## config.mk

```make
export PLATFORM = sky130hd
export DESIGN_NAME = vector_writeback_flat
export DESIGN_NICKNAME = d
export VERILOG_FILES = /design/src/rtl/vector_writeback_if.sv /design/src/rtl/vector_writeback.sv /design/src/flat_wrapper.sv
export SDC_FILE = /design/constraint.sdc
export NUM_CORES = 2
export LEC_CHECK = 0
export ABC_AREA = 1
export BUFFER_PORTS_ARGS = -buffer_cell sky130_fd_sc_hd__buf_2
export CAP_MARGIN = 0
export CORE_AREA = 10 10 599 601
export DETAILED_ROUTE_END_ITERATION = 10
export DIE_AREA = 0 0 609 611
export PLACE_DENSITY = 0.3
export SYNTH_ARGS = -nofsm -noshare
export SYNTH_HDL_FRONTEND = slang
export SYNTH_SLANG_ARGS = --single-unit
```

## constraint.sdc

```tcl
create_clock -name clk -period 1.6 [get_ports clk]
set_input_delay 0.48 -clock clk [delete_from_list [all_inputs] [get_ports clk]]
set_output_delay 0.48 -clock clk [all_outputs]
set_load 0.05 [all_outputs]
```

## src/rtl/vector_writeback_if.sv

```systemverilog
// Handshake and register-file write bus between the vector ALU, the writeback
// stage and the vector register file.
interface vector_writeback_if #(
    parameter int LANE_W = 64,
    parameter int LANES  = 16,
    parameter int ADDR_W = 2
);
    localparam int IN_W  = LANES * LANE_W;
    localparam int REG_W = IN_W / 2;

    logic              in_valid;
    logic              in_ready;
    logic [IN_W-1:0]   in_data;
    logic [ADDR_W-1:0] in_dest;
    logic              in_single;
    logic              wr_en;
    logic [ADDR_W-1:0] wr_addr;
    logic [REG_W-1:0]  wr_data;
    logic              done;
    logic              busy;

    modport master (
        output in_valid, in_data, in_dest, in_single,
        input  in_ready, wr_en, wr_addr, wr_data, done, busy
    );

    modport slave (
        input  in_valid, in_data, in_dest, in_single,
        output in_ready, wr_en, wr_addr, wr_data, done, busy
    );
endinterface

```

## src/rtl/vector_writeback.sv

```systemverilog
// Writes one 1024-bit ALU result into the 512-bit vector register file as a
// low-half write followed by an optional high-half write to the next register.
module vector_writeback #(
    parameter int LANE_W = 64,
    parameter int LANES  = 16,
    parameter int REG_W  = 512,
    parameter int ADDR_W = 2
) (
    input  logic           clk,
    input  logic           rst_n,
    vector_writeback_if.slave bus
);
    localparam int IN_W = LANES * LANE_W;

    typedef enum logic [1:0] {
        IDLE  = 2'd0,
        WR_LO = 2'd1,
        WR_HI = 2'd2
    } state_t;

    state_t            state_q;
    logic [REG_W-1:0]  hi_q;
    logic [ADDR_W-1:0] dest_q;
    logic              single_q;
    logic              wr_en_q;
    logic [ADDR_W-1:0] wr_addr_q;
    logic [REG_W-1:0]  wr_data_q;
    logic              done_q;

    logic              transfer_d;
    logic [ADDR_W-1:0] hi_addr_d;

    assign transfer_d = bus.in_valid && (state_q == IDLE);
    assign hi_addr_d  = dest_q + ADDR_W'(1);

    // The low half goes straight into wr_data_q on accept, so only the high
    // half needs to be held for the second write.
    always_ff @(posedge clk or negedge rst_n) begin
        if (!rst_n) begin
            state_q   <= IDLE;
            hi_q      <= '0;
            dest_q    <= '0;
            single_q  <= 1'b0;
            wr_en_q   <= 1'b0;
            wr_addr_q <= '0;
            wr_data_q <= '0;
            done_q    <= 1'b0;
        end else begin
            case (state_q)
                IDLE: begin
                    wr_en_q <= 1'b0;
                    done_q  <= 1'b0;
                    if (transfer_d) begin
                        hi_q      <= bus.in_data[IN_W-1:REG_W];
                        dest_q    <= bus.in_dest;
                        single_q  <= bus.in_single;
                        wr_en_q   <= 1'b1;
                        wr_addr_q <= bus.in_dest;
                        wr_data_q <= bus.in_data[REG_W-1:0];
                        done_q    <= bus.in_single;
                        state_q   <= WR_LO;
                    end
                end
                WR_LO: begin
                    if (single_q) begin
                        wr_en_q <= 1'b0;
                        done_q  <= 1'b0;
                        state_q <= IDLE;
                    end else begin
                        wr_en_q   <= 1'b1;
                        wr_addr_q <= hi_addr_d;
                        wr_data_q <= hi_q;
                        done_q    <= 1'b1;
                        state_q   <= WR_HI;
                    end
                end
                WR_HI: begin
                    wr_en_q <= 1'b0;
                    done_q  <= 1'b0;
                    state_q <= IDLE;
                end
                default: begin
                    wr_en_q <= 1'b0;
                    done_q  <= 1'b0;
                    state_q <= IDLE;
                end
            endcase
        end
    end

    assign bus.in_ready = (state_q == IDLE);
    assign bus.busy     = (state_q != IDLE);
    assign bus.wr_en    = wr_en_q;
    assign bus.wr_addr  = wr_addr_q;
    assign bus.wr_data  = wr_data_q;
    assign bus.done     = done_q;
endmodule
```

## src/flat_wrapper.sv

```systemverilog
// flat-port wrapper written by rule: the top's interface ports become plain ports
module vector_writeback_flat 
#(
    parameter int LANE_W = 64,
    parameter int LANES  = 16,
    parameter int REG_W  = 512,
    parameter int ADDR_W = 2
)
  (clk, rst_n, bus_in_valid, bus_in_data, bus_in_dest, bus_in_single, bus_in_ready, bus_wr_en, bus_wr_addr, bus_wr_data, bus_done, bus_busy);
  vector_writeback_if #(.LANE_W(LANE_W), .LANES(LANES), .ADDR_W(ADDR_W)) bus_i ();
  input  logic clk;
  input  logic rst_n;
  input wire logic [$bits(bus_i.in_valid)-1:0] bus_in_valid;
  input wire logic [$bits(bus_i.in_data)-1:0] bus_in_data;
  input wire logic [$bits(bus_i.in_dest)-1:0] bus_in_dest;
  input wire logic [$bits(bus_i.in_single)-1:0] bus_in_single;
  output wire logic [$bits(bus_i.in_ready)-1:0] bus_in_ready;
  output wire logic [$bits(bus_i.wr_en)-1:0] bus_wr_en;
  output wire logic [$bits(bus_i.wr_addr)-1:0] bus_wr_addr;
  output wire logic [$bits(bus_i.wr_data)-1:0] bus_wr_data;
  output wire logic [$bits(bus_i.done)-1:0] bus_done;
  output wire logic [$bits(bus_i.busy)-1:0] bus_busy;
  assign bus_i.in_valid = bus_in_valid;
  assign bus_i.in_data = bus_in_data;
  assign bus_i.in_dest = bus_in_dest;
  assign bus_i.in_single = bus_in_single;
  assign bus_in_ready = bus_i.in_ready;
  assign bus_wr_en = bus_i.wr_en;
  assign bus_wr_addr = bus_i.wr_addr;
  assign bus_wr_data = bus_i.wr_data;
  assign bus_done = bus_i.done;
  assign bus_busy = bus_i.busy;
  vector_writeback #(.LANE_W(LANE_W), .LANES(LANES), .REG_W(REG_W), .ADDR_W(ADDR_W)) u_core (.clk(clk), .rst_n(rst_n), .bus(bus_i));
endmodule
```

# Word level (Yosys, flattened, before mapping)
# Index checks and enable logic that the tools add are counted.
dict set report totals {
  elab_cells 32
  output_inout_bits 518
  inputBits 1030
  register_bits 1033
}
dict set report classes {
  n_mux 14
  add_sub_neg 1
  n_eq_ne 3
  reduce_logical 6
}
# cell count
set op_table {}
lappend op_table {{2-to-1 mux 512 bit} 2}
lappend op_table {{case mux 512 bit (2 select lines)} 1}
lappend op_table {{2-to-1 mux 2 bit} 4}
lappend op_table {{case mux 2 bit (2 select lines)} 2}
lappend op_table {{case mux 1 bit (2 select lines)} 2}
lappend op_table {{nonzero test 2 bit} 2}
lappend op_table {{2-to-1 mux 1 bit} 3}
lappend op_table {{AND reduction 3 bit} 1}
lappend op_table {{adder 2 x 1 -> 2 bit (second input constant)} 1}
lappend op_table {{== test 2 x 1 -> 1 bit (second input constant)} 1}
lappend op_table {{logical NOT 2 bit} 1}
lappend op_table {{inequality test 2 x 1 -> 1 bit (second input constant)} 1}
lappend op_table {{inequality test 2 bit (second input constant)} 1}
lappend op_table {{AND reduction 2 bit} 1}
lappend op_table {{logical AND 1 bit} 1}

# Longest topological paths before layout
dict set report depth {
  depth_word 4
  depth_mapped 9
}

# Worst setup path before layout
# OpenSTA, ideal clock, no wires.
dict set report synth_path {
  path_type {reg-to-reg}
  startpoint {register u_core.state_q[1]}
  endpoint {register u_core.hi_q[203]}
  slack_ps -279
  arrival_time_ps 1748
  required_ps 1470
  period_less_slack_ps 1879
  setup_ps 130
  n_path_buf 2
  stages_incl_launch_ff 7
  cell_sequence {dfrtp_1 > nor2_2 > nand2_2 > inv_2 > buf_2 > clkbuf_1 > o21ai_1}
}
dict set report synth_via {
  elab_chain_cells 3
}
# item line
set synth_rtl {}
lappend synth_rtl {{start, declared} vector_writeback.sv:21} ;# state_t state_q;
lappend synth_rtl {{start signal, assigned} vector_writeback.sv:40} ;# state_q <= IDLE;
lappend synth_rtl {{start signal, assigned} vector_writeback.sv:61} ;# state_q <= WR_LO;
lappend synth_rtl {{start signal, assigned} vector_writeback.sv:68} ;# state_q <= IDLE;
lappend synth_rtl {{logical NOT 2 bit *} --}
lappend synth_rtl {{named net bus_in_ready} flat_wrapper.sv:17} ;# output wire logic [$bits(bus_i.in_ready)-1:0] bus_in_ready;
lappend synth_rtl {{logical AND 1 bit} vector_writeback.sv:33} ;# assign transfer_d = bus.in_valid && (state_q == IDLE);
lappend synth_rtl {{AND reduction 2 bit (no source line) *} --}
lappend synth_rtl {{end signal, assigned} vector_writeback.sv:54} ;# hi_q <= bus.in_data[IN_W-1:REG_W];
lappend synth_rtl {{end, declared} vector_writeback.sv:22} ;# logic [REG_W-1:0] hi_q;
# Mark *: on every way through the listed nets, which the timed path passes. The rest lies on a longest branch.
# A chain may end at the register's enable or synchronous reset.

# Worst setup path after layout
dict set report layout_path {
  startpoint {register u_core.state_q[1]}
  endpoint {output bus_busy}
}
dict set report layout_via {
  elab_chain_cells 1
}
# item line
set layout_rtl {}
lappend layout_rtl {{nonzero test 2 bit} vector_writeback.sv:92} ;# assign bus.busy = (state_q != IDLE);
lappend layout_rtl {{end, declared} flat_wrapper.sv:22} ;# output wire logic [$bits(bus_i.busy)-1:0] bus_busy;
# No other way between the ends.

==> results.json <==
{
  "status": "finished, violations left",
  "violations": "setup timing",
  "finalWeightedCongestion": 0.850,
  "final_util_pct": 24.6,
  "vias_per_cell": 3.81,
  "met2_usage_pct": 28.0,
  "place_inst": 11745,
  "wl_um": 332000,
  "grt_max_degree": 80,
  "core-area_um2": 346000,
  "synth_top_area_cell": "dfrtp_1",
  "syn_inst": 5582,
  "num-fill-cells": 37849,
  "end_kind": "output pin",
  "grt_pass1_wl_um": 427000,
  "reg2reg_from": "u_core.state_q[1]",
  "finalHoldViolCount": 0,
  "hold_path.class": "in2reg",
  "drtIter0Drc": 3605,
  "finalCritPeriodShare_pct": 139,
  "synth-seq-area-share_pct": 57.2,
  "critPathBufInv": 4,
  "endpoint": "bus_busy",
  "swShare_pct": 47.4,
  "syn_area_um2": 45200,
  "fin_crit_ps": 2230,
  "cts_tree": "yes",
  "path_max_fanout": 2,
  "max_stage_delay_ps": 390,
  "busiest_layer": "met2",
  "dr.pass1.iters": 6,
  "rr_endpoint": "u_core.bus.wr_data[98]",
  "grt_use_total_pct": 16.0,
  "clk_path_buf_depth": 4,
  "antenna_left": 0,
  "power.switching_uw": 80700,
  "synth_fp_nets": 6612,
  "max_slew.worst_pin.slew_ps": 733,
  "cp.depth": 5,
  "ys_types": 15,
  "syn2layout_area_growth_pct": 88.7,
  "syn_avg_cell_area_um2": 8.09,
  "powerDensity_nw_per_um2": 2000,
  "root_buffer": "clkbuf_16",
  "nets": 9477,
  "vdd.ir_drop.worst_mv": 1.02,
  "maxCapViolCount": 0,
  "ys_seq_elements": 1033,
  "cp_cell_sequence": "buf_6 -> nor2_4 -> buf_6 -> inv_4 -> buf_8",
  "synthDominantCellAreaShare_pct": 57.2,
  "drive_gt1_share_pct": 33.1,
  "dr_total_vias": 50127,
  "dp_hpwl_um": 248000,
  "critPathKind": "reg2out",
  "design.die.area_um2": 372000,
  "drc_errors": 0,
  "multiInputGateArea_um2": 17100,
  "wire_per_inst_um": 25.2,
  "crit_start": "u_core.state_q[1]",
  "gr-usage-met3_pct": 4.88,
  "first_global_vias": 52804,
  "power.leakage_uw": 0.0425,
  "rows": 216,
  "combPwrFrac_pct": 54.0,
  "use_met1_pct": 18.8,
  "p_seq_share_pct": 26.5,
  "critical-path-top-delay-family": "buffers and inverters",
  "start_util_pct": 13.1,
  "cp_slowest_cell": "dfrtp_1",
  "cts.clk_slew.worst_paths_ps": 60,
  "hold_ws_ps": 76.7,
  "overflow": 0,
  "fin_cells": 13146,
  "grt_setup_unrepaired": "yes",
  "worst_slack_ps": -627,
  "antenna_found_initial": 68,
  "ys_top_cells_by_area": "dfrtp_1 57%, nand2_1 18%, o21ai_0 8.0%",
  "portBuffers": 1547,
  "reg2reg_slack_ps": -500,
  "ios": 1548,
  "cts_htree_levels": 4,
  "setup-violations-final": 1550,
  "cts_made_buffers": 146,
  "rr_worst_depth": 9,
  "slew_headroom_pct": 50.6,
  "internal_power_uw": 89600,
  "slew_violations": 0,
  "die_w_um": 609,
  "clkPwrFrac_pct": 19.5,
  "required_ps": 1120,
  "yosysWarnings": 0,
  "crit_path_frequent_cell": "buf_6",
  "finalPower_uw": 170000,
  "start_kind": "register",
  "clock_skew_ps": 52.1,
  "cts_sinks": 1033,
  "worst_skew_pair.late_latency_ps": 840,
  "worstPathArrival_ps": 1750,
  "worstHoldPathCells": 5,
  "fmax_mhz": 449,
  "regArea_um2": 25900,
  "die_y_um": 611
}
[cell usage after synthesis]
cell,count
buf_1,7
buf_2,142
buf_4,48
clkbuf_1,190
clkbuf_2,10
dfrtp_1,1033
inv_1,498
inv_2,1
nand2_1,2149
nand2_2,1
nand3_1,517
nor2_1,1
nor2_2,1
o21ai_0,721
o21ai_1,263
[state kept, by name, summed over array words and instances (netlist names)]
name and count:
u_core.bus.wr_addr 2, u_core.bus.done 1, u_core.state_q 2, u_core.single_q 1
u_core.dest_q 2, u_core.hi_q 512, u_core.bus.wr_data 512, u_core.bus.wr_en 1
[layer usage]
metal  wire [µm]  vias to the layer above
met2      163000                     1481
met3       23300                      390
met4        9470                       18
li1            -                    23457
met1      136000                    24781
met5         103                        -
[cell type report]
cell class | instances | share of cell area (%)
Multi-Input combinational cell | 3653 | 20.1
Tap cell | 4578 | 6.72
Clock inverter | 28 | 0.423
Inverter | 499 | 2.23
Sequential cell | 1033 | 30.4
Clock buffer | 219 | 5.06
Timing Repair Buffer | 3114 | 35.0
Antenna cell | 22 | 0.0646
[logic make-up (layout without fill, tap and decap cells)]
logic type      after synthesis  in the layout  share of synthesized area (%)
simple gates               2669           2669                           23.6
flops                      1033           1033                           57.2
compound gates              984            984                           10.9
buf+inv                     896           3860                           8.26
other cells                   0             22                              0
[worst register-to-register path, cell delays in order (launching register included)]
cell	delay, ps
dfrtp_1	390
buf_4	130
inv_1	100
nand2_4	90
buf_12	160
buf_4	290
buf_12	160
o21ai_0	480
nand2_1	140
nand2_1	90
[power groups by stage]
stage	Clock, µW	Sequential (µW)	Combinational (µW)
2_1_floorplan	0	65300	17500
4_1_cts	34400	45300	87000
5_1_grt	35200	46400	97700
3_5_place_dp	0	43900	74000
6_report	33200	45200	92000
3_3_place_gp	0	43900	74000
[cells in the final DEF, fill, tap and decap left out, types with 292 or more instances in the layout]
cell	count
buf_2	1127
buf_4	370
buf_6	292
dfrtp_1	985
dlygate4sd3_1	856
inv_1	497
nand2_1	1982
nand3_1	489
o21ai_0	561
o21ai_1	312
[worst min-delay path by stage]
stage,from,end,slack (ps)
finish,bus_in_data[200],u_core.bus.wr_data[200],80
global route,bus_in_data[200],u_core.bus.wr_data[200],40
CTS,bus_in_data[264],u_core.bus.wr_data[264],0.6
detailed placement,rst_n,u_core.bus.wr_data[10],340
global placement,rst_n,u_core.bus.wr_data[10],340
floorplan,rst_n,u_core.bus.done,180
[per-stage QoR]
| stage | instance area, µm² | TNS [ps] | worst slack (ps) |
|---|---|---|---|
| 2_1_floorplan | 45200 | -5780 | -12.0 |
| 3_3_place_gp | 62200 | -124040 | -532 |
| 3_5_place_dp | 62200 | -145230 | -527 |
| 5_1_grt | 85300 | -671700 | -737 |
| 6_report | 85300 | -525480 | -627 |
| 4_1_cts | 80000 | -592730 | -756 |
[repair_timing]
action / CTS / global route
pin swaps: 2 / 13
endpoints found under the setup margin: 1539 / 1550
hold buffers: 856 / 0
buffers inserted: 105 / 55
endpoints found under the hold margin: 1106 / 0
gates cloned: 14 / 109
resized for setup: 1033 / 724
Note: power is estimated with default switching activity, not from simulation.
